File: config.mk
export PLATFORM = sky130hd
export DESIGN_NAME = grf_hazard_ctrl_flat
export DESIGN_NICKNAME = d
export VERILOG_FILES = /design/src/rtl/grf_hazard_ctrl_if.sv /design/src/rtl/grf_hazard_ctrl.sv /design/src/flat_wrapper.sv
export SDC_FILE = /design/constraint.sdc
export NUM_CORES = 1
export LEC_CHECK = 0
export BUFFER_PORTS_ARGS = -buffer_cell sky130_fd_sc_hd__buf_4
export CAP_MARGIN = 20
export CORE_UTILIZATION = 40
export DETAILED_ROUTE_END_ITERATION = 6
export PLACE_DENSITY_LB_ADDON = 0.2
export SETUP_SLACK_MARGIN = 0.15
export SLEW_MARGIN = 20
export SYNTH_ARGS = -nofsm -noshare
export SYNTH_HDL_FRONTEND = slang
export SYNTH_SLANG_ARGS = --single-unit
File: constraint.sdc
create_clock -name clk -period 1.9 [get_ports clk]
set_input_delay 0.095 -clock clk [delete_from_list [all_inputs] [get_ports clk]]
set_output_delay 0.095 -clock clk [all_outputs]
set_load 0.01 [all_outputs]
File: src/rtl/grf_hazard_ctrl_if.sv
// D-stage request / hazard response bundle between the decode stage and grf_hazard_ctrl.
interface grf_hazard_ctrl_if #(
    parameter int TNEW_W = 2
);
    logic              d_valid;
    logic [4:0]        d_rs;
    logic [4:0]        d_rt;
    logic              d_rs_use;
    logic              d_rt_use;
    logic [TNEW_W-1:0] d_rs_tuse;
    logic [TNEW_W-1:0] d_rt_tuse;
    logic              d_wr;
    logic [4:0]        d_dst;
    logic [TNEW_W-1:0] d_tnew;
    logic              flush;
    logic              stall;
    logic [1:0]        fwd_rs;
    logic [1:0]        fwd_rt;

    modport master (
        output d_valid, d_rs, d_rt, d_rs_use, d_rt_use, d_rs_tuse, d_rt_tuse,
               d_wr, d_dst, d_tnew, flush,
        input  stall, fwd_rs, fwd_rt
    );

    modport slave (
        input  d_valid, d_rs, d_rt, d_rs_use, d_rt_use, d_rs_tuse, d_rt_tuse,
               d_wr, d_dst, d_tnew, flush,
        output stall, fwd_rs, fwd_rt
    );
endinterface

File: src/rtl/grf_hazard_ctrl.sv
// GRF scoreboard hazard controller: E/M/W writer slots, per-read-port stall/forward select.
// Define GRF_HAZ_STATS_EN to add the 32-bit stall_cnt statistics port.

// One GRF read port: youngest matching writer decides stall or forward source.
module grf_haz_port #(
    parameter int TNEW_W = 2,
    parameter int STAGES = 3
) (
    input  logic [4:0]                    src,
    input  logic                          rd,
    input  logic [TNEW_W-1:0]             tuse,
    input  logic [STAGES-1:0]             vld,
    input  logic [STAGES-1:0][4:0]        dst,
    input  logic [STAGES-1:0][TNEW_W-1:0] tnew,
    output logic [1:0]                    fwd,
    output logic                          req
);
    logic hit;

    always_comb begin
        fwd = 2'd0;
        req = 1'b0;
        hit = 1'b0;
        if (rd && src != 5'd0) begin
            // index 0 is E, so the first hit is the youngest writer
            for (int i = 0; i < STAGES; i++) begin
                if (!hit && vld[i] && dst[i] == src) begin
                    hit = 1'b1;
                    if (tnew[i] > tuse) req = 1'b1;
                    else                fwd = 2'(i + 1);
                end
            end
        end
    end
endmodule

module grf_hazard_ctrl #(
    parameter int TNEW_W = 2
) (
    input  logic                  clk,
    input  logic                  reset,
    grf_hazard_ctrl_if.slave      bus
`ifdef GRF_HAZ_STATS_EN
    ,
    output logic [31:0]           stall_cnt
`endif
);
    localparam int NUM_PORTS = 2;
    localparam int STAGES    = 3;

    logic [STAGES-1:0]             vld_pipe;
    logic [STAGES-1:0][4:0]        dst_pipe;
    logic [STAGES-1:0][TNEW_W-1:0] tnew_pipe;

    logic [NUM_PORTS-1:0][4:0]        src;
    logic [NUM_PORTS-1:0]             rd;
    logic [NUM_PORTS-1:0][TNEW_W-1:0] tuse;
    logic [NUM_PORTS-1:0][1:0]        fwd;
    logic [NUM_PORTS-1:0]             req;
    logic                             stall;

    function automatic logic [TNEW_W-1:0] dec_sat(input logic [TNEW_W-1:0] t);
        return (t == '0) ? '0 : t - TNEW_W'(1);
    endfunction

    assign src  = {bus.d_rt, bus.d_rs};
    assign rd   = {bus.d_rt_use, bus.d_rs_use};
    assign tuse = {bus.d_rt_tuse, bus.d_rs_tuse};

    grf_haz_port #(.TNEW_W(TNEW_W), .STAGES(STAGES)) u_port [NUM_PORTS-1:0] (
        .src  (src),
        .rd   (rd),
        .tuse (tuse),
        .vld  (vld_pipe),
        .dst  (dst_pipe),
        .tnew (tnew_pipe),
        .fwd  (fwd),
        .req  (req)
    );

    assign stall      = bus.d_valid & (|req) & ~bus.flush;
    assign bus.stall  = stall;
    assign bus.fwd_rs = fwd[0];
    assign bus.fwd_rt = fwd[1];

    // Every stage ages its tnew on the move, so a W-resident result is always ready.
    always_ff @(posedge clk or negedge reset) begin
        if (!reset) begin
            vld_pipe  <= '0;
            dst_pipe  <= '0;
            tnew_pipe <= '0;
        end else begin
            vld_pipe[0]  <= bus.d_valid & bus.d_wr & ~stall & ~bus.flush & (bus.d_dst != 5'd0);
            dst_pipe[0]  <= bus.d_dst;
            tnew_pipe[0] <= bus.d_tnew;
            for (int i = 1; i < STAGES; i++) begin
                vld_pipe[i]  <= vld_pipe[i-1];
                dst_pipe[i]  <= dst_pipe[i-1];
                tnew_pipe[i] <= dec_sat(tnew_pipe[i-1]);
            end
        end
    end

`ifdef GRF_HAZ_STATS_EN
    always_ff @(posedge clk or negedge reset) begin
        if (!reset)     stall_cnt <= 32'd0;
        else if (stall) stall_cnt <= stall_cnt + 32'd1;
    end
`endif
endmodule

File: src/flat_wrapper.sv
// flat-port wrapper written by rule: the top's interface ports become plain ports
module grf_hazard_ctrl_flat 
#(
    parameter int TNEW_W = 2
)
  (clk, reset, bus_d_valid, bus_d_rs, bus_d_rt, bus_d_rs_use, bus_d_rt_use, bus_d_rs_tuse, bus_d_rt_tuse, bus_d_wr, bus_d_dst, bus_d_tnew, bus_flush, bus_stall, bus_fwd_rs, bus_fwd_rt);
  grf_hazard_ctrl_if #(.TNEW_W(TNEW_W)) bus_i ();
  input  logic clk;
  input  logic reset;
  input wire logic [$bits(bus_i.d_valid)-1:0] bus_d_valid;
  input wire logic [$bits(bus_i.d_rs)-1:0] bus_d_rs;
  input wire logic [$bits(bus_i.d_rt)-1:0] bus_d_rt;
  input wire logic [$bits(bus_i.d_rs_use)-1:0] bus_d_rs_use;
  input wire logic [$bits(bus_i.d_rt_use)-1:0] bus_d_rt_use;
  input wire logic [$bits(bus_i.d_rs_tuse)-1:0] bus_d_rs_tuse;
  input wire logic [$bits(bus_i.d_rt_tuse)-1:0] bus_d_rt_tuse;
  input wire logic [$bits(bus_i.d_wr)-1:0] bus_d_wr;
  input wire logic [$bits(bus_i.d_dst)-1:0] bus_d_dst;
  input wire logic [$bits(bus_i.d_tnew)-1:0] bus_d_tnew;
  input wire logic [$bits(bus_i.flush)-1:0] bus_flush;
  output wire logic [$bits(bus_i.stall)-1:0] bus_stall;
  output wire logic [$bits(bus_i.fwd_rs)-1:0] bus_fwd_rs;
  output wire logic [$bits(bus_i.fwd_rt)-1:0] bus_fwd_rt;
  assign bus_i.d_valid = bus_d_valid;
  assign bus_i.d_rs = bus_d_rs;
  assign bus_i.d_rt = bus_d_rt;
  assign bus_i.d_rs_use = bus_d_rs_use;
  assign bus_i.d_rt_use = bus_d_rt_use;
  assign bus_i.d_rs_tuse = bus_d_rs_tuse;
  assign bus_i.d_rt_tuse = bus_d_rt_tuse;
  assign bus_i.d_wr = bus_d_wr;
  assign bus_i.d_dst = bus_d_dst;
  assign bus_i.d_tnew = bus_d_tnew;
  assign bus_i.flush = bus_flush;
  assign bus_stall = bus_i.stall;
  assign bus_fwd_rs = bus_i.fwd_rs;
  assign bus_fwd_rt = bus_i.fwd_rt;
  grf_hazard_ctrl #(.TNEW_W(TNEW_W)) u_core (.clk(clk), .reset(reset), .bus(bus_i));
endmodule
[Word level (Yosys, flattened, before mapping)]
Cells that the tools add are included.
Word-level totals
  bits in registers: 24
  latch bits: 0
  bits in writable memories: 0
  ROM bits: 0
  bits of input ports: 28
  output and inout port bits: 5
  logic and storage cells: 89
  memories kept: 0
Cells by class
  $add $sub $neg: 2
  multiply operators: 0
  div/mod/pow operators: 0
  magnitude comparators: 6
  equality and inequality tests: 6
  shifts and indexed selects: 0
  mux-type cells: 38
  bitwise logic cells: 8
  reduce and logical (&&, ||, !) cells: 22
Operators with widths (number)
  $eq 5x5->1: 6
  $mux 1: 26
  $mux 2: 12
  $reduce_bool 5->1: 3
  $gt 2x2->1: 6
  $logic_and 1x1->1: 12
  $and 1x1->1: 6
  $logic_not 1->1: 4
  $logic_not 2->1: 2
  $sub 2x1->2 const B: 2
  $not 1->1: 2
  $reduce_or 2->1: 1

[Logic depth before layout (Yosys ltp)]
Gate-level depths: netlist of run 1.
  depth after elaboration: 21
  gate-level depth with buffers: 7
  mapped depth without buffers: 7

[Modules after synthesis]
From an unflattened synthesis of run 1, not the netlist that was laid out.
Unflattened totals
  cells, all modules: 139
  area, all modules: 1466.4 um2
Modules (own cells, without submodules)
  grf_haz_port: times used 2, cells each 53, area each 402.9 um2, seq. area each 0.0 um2
  grf_hazard_ctrl: times used 1, cells each 33, area each 660.6 um2, seq. area each 600.6 um2

[Worst setup path before layout of run 1]
OpenSTA, ideal clock, no wires.
  path kind: register -> output
  from: register u_core.tnew_pipe[5] (netlist name)
  to: output port bus_fwd_rt[0]
  arrival time: 1.690 ns
  data required time: 1.805 ns
  path slack: 0.115 ns
  cell stages (with the launch flop): 7
  buffers on the path: 0
  cell sequence: dfrtp_1 ha_1 nor2b_1 o21ai_0 nand3_1 or4_1 a21oi_1
On the way
  cells in the longest elaborated chain, start to end: 4
RTL lines
  from (decl): line grf_hazard_ctrl.sv:53  | logic [STAGES-1:0][TNEW_W-1:0] tnew_pipe;
  from (signal, indexed assignment): line grf_hazard_ctrl.sv:99  | tnew_pipe[i] <= dec_sat(tnew_pipe[i-1]);
  $gt 2x2->1: line grf_hazard_ctrl.sv:29  | if (tnew[i] > tuse) req = 1'b1;
  $mux 2: line grf_hazard_ctrl.sv:29
  $mux 2: line grf_hazard_ctrl.sv:27  | if (!hit && vld[i] && dst[i] == src) begin
  $mux 2: line grf_hazard_ctrl.sv:24  | if (rd && src != 5'd0) begin
  to (decl): line flat_wrapper.sv:23  | output wire logic [$bits(bus_i.fwd_rt)-1:0] bus_fwd_rt;
No other way between the ends.

[Worst setup path after layout of run 1]
  from: register u_core.tnew_pipe[1] (netlist name)
  to: output port bus_stall
On the way
  cells in the longest elaborated chain, start to end: 11
  elaborated cells between the ends (all ways): 19
  those cells by class: order compare: 2; mux: 14; bitwise: 2; reduce/logical: 1
RTL lines
  $gt 2x2->1: line grf_hazard_ctrl.sv:29
  $mux 1: line grf_hazard_ctrl.sv:29
  $mux 1: line grf_hazard_ctrl.sv:27
  $mux 1: line grf_hazard_ctrl.sv:29
  $mux 1: line grf_hazard_ctrl.sv:27
  $mux 1: line grf_hazard_ctrl.sv:29
  $mux 1: line grf_hazard_ctrl.sv:27
  $mux 1: line grf_hazard_ctrl.sv:24
  $reduce_or 2->1 (*): line grf_hazard_ctrl.sv:81  | assign stall = bus.d_valid & (|req) & ~bus.flush;
  $and 1x1->1 (*) (2 in series): line grf_hazard_ctrl.sv:81
  to (decl): line flat_wrapper.sv:21  | output wire logic [$bits(bus_i.stall)-1:0] bus_stall;
Every way passes the cells marked *; elsewhere a longest branch is shown, timed or not.

==> results of run 1 <==
[synth_stat cells (all sizes together)]
master   instances
nor2b            8
nand2b           2
or4b             2
inv              6
dfrtp           24
nor2             1
nand3            2
o31a             1
and2             5
a2bb2oi          2
a211oi           2
a2111oi          1
o311ai           2
nor4             2
ha              12
nand2            5
xor2            10
o2111ai          2
o21ai            5
or4              4
nand4            4
o2111a           3
a31oi            1
o21a             3
a21oi            3
nor3b            2
xnor2           20
nor3             2
[per-stage QoR]
step / util (%) / worst slack, ps
6_report: 63.4 / -286
5_1_grt: 63.4 / -350
4_1_cts: 58.0 / -341
3_5_place_dp: 52.6 / -43.5
3_3_place_gp: 52.6 / -6.30
2_1_floorplan: - / 140
[final cells by class]
cell class	count	area [sq um]	share of cell area, %
Clock inverter	1	30.0	1.37
Sequential cell	24	603	27.4
Clock buffer	3	41.3	1.88
Multi-Input combinational cell	106	1100	49.9
Tap cell	46	57.6	2.62
Timing Repair Buffer	43	347	15.8
Inverter	6	22.5	1.02
[power groups by stage]
stage          logic (W)  clock network [W]  registers [W]
2_1_floorplan   0.000130                  0       0.000564
3_3_place_gp    0.000225                  0       0.000568
3_5_place_dp    0.000230                  0       0.000569
4_1_cts         0.000249           0.000461       0.000559
5_1_grt         0.000322           0.000497       0.000566
6_report        0.000295           0.000456       0.000563
[worst min-delay path, stage by stage]
cell and delay [ps]:
buf_4 110, inv_1 40, nor2_1 40, o2111a_1 120
[cells by family (layout without fill, tap and decap cells)]
| kind of cell | after synthesis | count (layout) | synth area share [%] |
|---|---|---|---|
| and+or+nand+nor | 39 | 39 | 17.6 |
| xor gates and xnor gates | 30 | 30 | 17.4 |
| AOI/OAI and AO/OA | 25 | 25 | 13.8 |
| DFF | 24 | 24 | 39.7 |
| adders and majority gates | 12 | 12 | 9.93 |
| buffers and inverters | 6 | 53 | 1.49 |
[state kept, by name (all words and copies together) (netlist names)]
name,cells
u_core.dst_pipe,15
u_core.vld_pipe,3
u_core.tnew_pipe,6
[routing by layer]
layer	track usage, %	wire [um]	vias up
li1	-	-	585
met1	26.5	1770	579
met2	28.6	1750	36
met3	3.08	151	5
met4	5.97	40	0
met5	0	0	-
[worst max-delay path by stage]
stage                    end  slack, ps  depth (start not counted)
2_1_floorplan  bus_fwd_rt[0]        140                          6
3_3_place_gp       bus_stall         -6                          7
3_5_place_dp       bus_stall        -40                          7
4_1_cts            bus_stall       -340                          7
5_1_grt            bus_stall       -350                          7
6_report           bus_stall       -290                          7
[what timing repair did]
item                                   CTS  global route
setup buffers                            0             2
gates resized for setup                  6            27
setup endpoints to repair                6             6
pin swaps                                1            11
endpoints found under the hold margin   31             0
hold buffers                             8             0
cloned                                   0             0
==> summary.log, run 1 <==
[final_layout] antenna cells 0
[floorplan] DIE HEIGHT 63.5 um
[clock_network] Max Root-Sink Buffers 2
[final_layout] layout overhead on the synthesized area 45.4%
[sta] pin slew with the least headroom to its limit 499 ps
[power_and_ir_drop] overall power 0.00131 W
[grt] GR Util All Layers 18.6%
[floorplan] floorplan core area 3470 sq um
[detailed_routing] DRC violation count after routing 0
[final_layout] Final Net Count 224
[setup_path] setup slack of the worst register-to-register path 30 ps
[sta] worst-case hold slack 171 ps
[setup_path] startpoint of the most critical setup path u_core.tnew_pipe[1]
[logic_synthesis] average footprint of a synthesized cell 11.1 sq um
[detailed_routing] count of vias placed by the detailed router 1205
[grt] largest net degree at the start of global routing 25
[clock_network] clock tree from TritonCTS done
[outcome] violated checks setup timing
[clock_network] total clock buffers created by CTS 3
[sta] final critical delay including setup and external delays 2190 ps
[setup_path] critical path's slowest cell or4b_4
[logic_synthesis] top cells by area, synth dfrtp_1 (40%), xnor2_1 (12%), ha_1 (9.9%)
[placement] count of input and output buffers 32
[power_and_ir_drop] peak supply drop 0.390 mV
[detailed_routing] final routed wirelength across all metal layers 3.71 mm
[sta] unrepaired setup endpoints after global routing true
[clock_network] clock slew at reported path FFs 90 ps
[logic_synthesis] number of unique standard cell types used by synthesis 31
[sta] Fmax achieved 457 MHz
[placement] Placed Cells incl. Taps 215
[sta] final worst setup slack -286 ps
[min_path] WHS Endpoint u_core.vld_pipe[0]
[sta] Final Skew 2.99 ps
[sta] final setup violation count 5
[setup_path] cell count of the worst reg-to-reg path 6
[setup_path] class of the most critical setup path flip-flop to output pin
[detailed_routing] Initial DRT Pass Iterations 4
[floorplan] Starting Density 43.6%
[final_layout] final standard cell area without fillers 2200 sq um
[grt] number of antenna violations at the first check in global routing 0
[logic_synthesis] cell area after technology mapping 1510 sq um
[detailed_routing] number of DRC markers after the initial detailed-route iteration 31
[power_and_ir_drop] switching power as a share of total power 26.1%
[power_and_ir_drop] pwr/cell area 598 nW/um^2
[final_layout] fraction of final layout cells sized beyond drive strength 1 39.9%
[placement] cell area after placement 1820 sq um
[min_path] worst hold path type input port to flip-flop
[setup_path] largest delay contributor family on the critical path simple AND/OR/NAND/NOR gates
[setup_path] reg2reg end u_core.vld_pipe[0]
[setup_path] Startpoint Class flip-flop
[setup_path] required time reported for the critical path endpoint 1800 ps
[clock_network] number of clock sinks 24
[outcome] outcome finished, violations left
[detailed_routing] antenna violation net count after detailed routing 0
[power_and_ir_drop] part of the total power dissipated in the clock network 34.7%
[detailed_routing] Routed WL per cell 16.2 um
[run] Max-Cap Viols 0
[logic_synthesis] area share of the leading cell type in the synthesized netlist 39.7%
[floorplan] I/O pin total 33
[clock_network] depth of the CTS H-tree 1
[power_and_ir_drop] leakage dissipation 0.884 nW
[setup_path] Critical Path Max Stage Delay 520 ps
[final_layout] most common cell after layout, fill and taps aside buf_4
[final_layout] fill count 296
[logic_synthesis] count of mapped cells out of synthesis 136
[power_and_ir_drop] share of power burned in registers 42.8%
[min_path] hold path start bus_d_wr
[detailed_routing] vias per cell 5.26
[grt] aggregate global routing overflow 0
[power_and_ir_drop] cell internal pwr 0.000970 W
[placement] gpl congestion 0.790
[floorplan] chip width 63.5 um
[logic_synthesis] Net Count, Synth 176
[logic_synthesis] number of warning messages in the yosys log 0
[floorplan] die area 4030 sq um
[sta] fin crit share 115%
[final_layout] non-filler cells, final 229
[logic_synthesis] sequential cell area fraction in the yosys report 39.7%
[setup_path] worst flop-to-flop path startpoint u_core.tnew_pipe[1]
[setup_path] nature of the critical path endpoint output pin
[placement] DP Wirelength 2.60 mm
[setup_path] number of buffers and inverters on the critical path 1
[grt] via count of the first global-routing pass 1160
[setup_path] series of cell instances along the critical path ha_4 -> nor2b_4 -> a2bb2oi_1 -> or4b_4 -> o311ai_4 -> a21oi_2 -> buf_4
[final_layout] commonest cells after routing, fill and taps aside buf_4 (34), dfrtp_1 (22), xnor2_1 (20)
[logic_synthesis] count of state elements after synthesis 24
[sta] Total Negative Setup Slacks -973 ps
[sta] number of endpoints with negative hold slack in the final report 0
[logic_synthesis] cell type with the largest total area after synthesis dfrtp_1
[setup_path] Worst Path Arrival 2090 ps
[floorplan] Rows 21
[power_and_ir_drop] Comb power frac 22.5%
[clock_network] insertion delay of the later-clocked pin in the worst-skew pair 270 ps
[sta] Rel. slew slack 66.7%
[clock_network] cell chosen for the clock root clkbuf_8
[grt] first-pass GRT wire length 5.71 mm
[min_path] Hold Path Cell Cnt 4
[setup_path] crit path max fanout 4
[power_and_ir_drop] net switching component of the power 0.000343 W
[sta] Max Transition Viols Final 0
No activity file was read; power rests on OpenSTA's default activity.
==> run 2, diff against run 1 <==
--- a/config.mk
+++ b/config.mk
@@ -5,10 +5,11 @@
 export SDC_FILE = /design/constraint.sdc
 export NUM_CORES = 1
 export LEC_CHECK = 0
-export BUFFER_PORTS_ARGS = -buffer_cell sky130_fd_sc_hd__buf_4
 export CAP_MARGIN = 20
+export CORE_MARGIN = 10
 export CORE_UTILIZATION = 40
 export DETAILED_ROUTE_END_ITERATION = 6
+export DONT_BUFFER_PORTS = 1
 export PLACE_DENSITY_LB_ADDON = 0.2
 export SETUP_SLACK_MARGIN = 0.15
 export SLEW_MARGIN = 20
==> run 2 against run 1 <==
Effect of this change: the flow still finishes with violations (setup timing); clock power fell by 3%; flip-flop and latch count did not move; global-route usage fell by 7.5 points; register-to-register slack got worse by 170 ps; core utilization fell by 8.9 points; design area fell by 9.2%; via count fell by 9.2%; critical path type unchanged; largest cell class unchanged.
==> summary.log, run 2 (synthesis gave the netlist of run 1 again) <==
[outcome] outcome finished, violations left
[outcome] violated checks setup timing
[sta] final worst setup slack -231 ps [+55.3 ps]
[power_and_ir_drop] pwr/cell area 615 nW/um^2 [+2.8%]
[sta] final critical delay including setup and external delays 2130 ps [-55.3 ps]
[final_layout] biggest regs u_core.dst_pipe x15, u_core.tnew_pipe x6, u_core.vld_pipe x3
[grt] first-pass GRT wire length 5.73 mm [+0.25%]
[final_layout] Final Net Count 199 [-11%]
[run] Max-Cap Viols 0 [unchanged]
[detailed_routing] count of vias placed by the detailed router 1094 [-9.2%]
[final_layout] antenna cells 0 [unchanged]
[placement] count of input and output buffers 0 [-100%]
[grt] GR Util All Layers 11.1% [-7.5 points]
[min_path] worst hold path type input port to flip-flop
[sta] Fmax achieved 469 MHz [+2.6%]
[clock_network] Max Root-Sink Buffers 2 [unchanged]
[clock_network] number of clock sinks 24 [unchanged]
[clock_network] depth of the CTS H-tree 1 [unchanged]
[final_layout] most common cell after layout, fill and taps aside dfrtp_1
[floorplan] floorplan core area 3660 sq um [+5.6%]
[detailed_routing] number of DRC markers after the initial detailed-route iteration 31 [unchanged]
[final_layout] layout overhead on the synthesized area 32.0%
[final_layout] Largest register FFs 15 [unchanged]
[floorplan] Rows 22 [+4.8%]
[final_layout] register bank with the most flops u_core.dst_pipe
[final_layout] commonest cells after routing, fill and taps aside dfrtp_1 (24), xnor2_1 (20), xor2_1 (9)
[sta] fin crit share 112% [-2.9 points]
[sta] Final Skew 0.955 ps [-2.04 ps]
[floorplan] die area 6640 sq um [+65%]
[grt] aggregate global routing overflow 0 [unchanged]
[floorplan] I/O pin total 33 [unchanged]
[grt] largest net degree at the start of global routing 25 [unchanged]
[clock_network] clock tree from TritonCTS done
[setup_path] Worst Path Arrival 2040 ps [-50 ps]
[clock_network] insertion delay of the later-clocked pin in the worst-skew pair 260 ps [about the same]
[clock_network] clock slew at reported path FFs 80 ps [about the same]
[sta] Max Transition Viols Final 0 [unchanged]
[placement] gpl congestion 0.792 [+0.30%]
[grt] via count of the first global-routing pass 1173 [+1.1%]
[final_layout] final standard cell area without fillers 2000 sq um [-9.2%]
[floorplan] DIE HEIGHT 81.5 um [+28%]
[final_layout] non-filler cells, final 206 [-10%]
[sta] pin slew with the least headroom to its limit 550 ps [+51.6 ps]
[sta] final setup violation count 5 [unchanged]
[setup_path] nature of the critical path endpoint output pin
[grt] number of antenna violations at the first check in global routing 0 [unchanged]
[setup_path] Startpoint Class flip-flop
[sta] Rel. slew slack 63.3% [-3.4 points]
[sta] unrepaired setup endpoints after global routing true
[setup_path] required time reported for the critical path endpoint 1800 ps [about the same]
[detailed_routing] DRC violation count after routing 0 [unchanged]
[clock_network] cell chosen for the clock root clkbuf_8
[final_layout] fraction of final layout cells sized beyond drive strength 1 27.8% [-12 points]
[detailed_routing] vias per cell 5.31 [+0.92%]
[sta] worst-case hold slack 30.6 ps [-141 ps]
[detailed_routing] Initial DRT Pass Iterations 4 [unchanged]
[clock_network] total clock buffers created by CTS 3 [unchanged]
[power_and_ir_drop] leakage dissipation 0.763 nW [-14%]
[setup_path] crit path max fanout 3 [-1]
[power_and_ir_drop] peak supply drop 0.397 mV [+1.7%]
[detailed_routing] antenna violation net count after detailed routing 0 [unchanged]
[detailed_routing] Routed WL per cell 17.9 um [+11%]
[final_layout] fill count 304 [+2.7%]
[detailed_routing] final routed wirelength across all metal layers 3.69 mm [-0.35%]
[setup_path] class of the most critical setup path flip-flop to output pin
[floorplan] chip width 81.5 um [+28%]
[placement] Placed Cells incl. Taps 186 [-13%]
[sta] number of endpoints with negative hold slack in the final report 0 [unchanged]
[placement] cell area after placement 1590 sq um [-13%]
[placement] DP Wirelength 2.88 mm [+11%]
[floorplan] Starting Density 41.3% [-2.3 points]
[run 2: cell types whose count changed in the layout (fill, tap and decap cells not counted), sizes merged]
cell  delta
buf     -25
[run 2: per-stage QoR]
step / setup WS [ps] / power [W] / util (%) / setup TNS (ps)
after floorplan: 140 / 0.000694 / - / 0
after global placement: -2.61 / 0.000720 / 43.5 / -2.61
after detailed placement: -0.362 / 0.000726 / 43.5 / -0.362
after CTS: -290 / 0.00122 / 51.3 / -972
after global routing: -281 / 0.00129 / 54.5 / -1330
final: -231 / 0.00123 / 54.5 / -860
[run 2: path summary, 6_finish.rpt]
| kind | start | endpoint | slack, ps | cells after the start |
|---|---|---|---|---|
| max | u_core.tnew_pipe[1] | bus_stall | -230 | 7 |
| min | bus_d_dst[1] | u_core.vld_pipe[0] | 30 | 1 |
| max reg2reg | u_core.tnew_pipe[1] | u_core.vld_pipe[0] | -140 | 8 |
| min reg2reg | u_core.vld_pipe[1] | u_core.vld_pipe[2] | 410 | 0 |
| max in group asynchronous | reset | u_core.tnew_pipe[2] | 1190 | 2 |
| min in group asynchronous | reset | u_core.dst_pipe[3] | 340 | 2 |
[run 2: report_power, final]
part	switching, W	total (W)	internal, W
logic	0.000106	0.000222	0.000116
clock network	0.000162	0.000444	0.000281
registers	0.0000257	0.000561	0.000535
[run 2: what timing repair did]
item / CTS / global route
setup endpoints to repair: 6 / 6
pin swaps: 10 / 12
setup buffers: 5 / 2
resized for setup: 16 / 14
hold buffers: 8 / 1
endpoints found under the hold margin: 31 / 24
[run 2: final cells by class]
cell class	instances	area (sq um)	area share, %
Multi-Input combinational cell	106	1080	54.2
Sequential cell	24	601	30.1
Timing Repair Buffer	18	160	8.03
Tap cell	48	60.1	3.01
Clock buffer	3	41.3	2.07
Clock inverter	1	30.0	1.50
Inverter	6	22.5	1.13
[run 2: metal layers]
layer  wire length [um]  track usage (%)  up-vias
met5                  0                0        -
met4                 17             2.60        0
met3                173             2.73        2
met2               1820             18.6       21
met1               1680             13.9      530
li1                   -                -      541
[run 2: worst max-delay path: stages (launching register included)]
cell and delay, ps:
dfrtp_1 420, buf_6 140, ha_4 210, nor2b_4 120, a2bb2oi_2 120, or4b_4 520
o311ai_4 110, a21oi_2 130
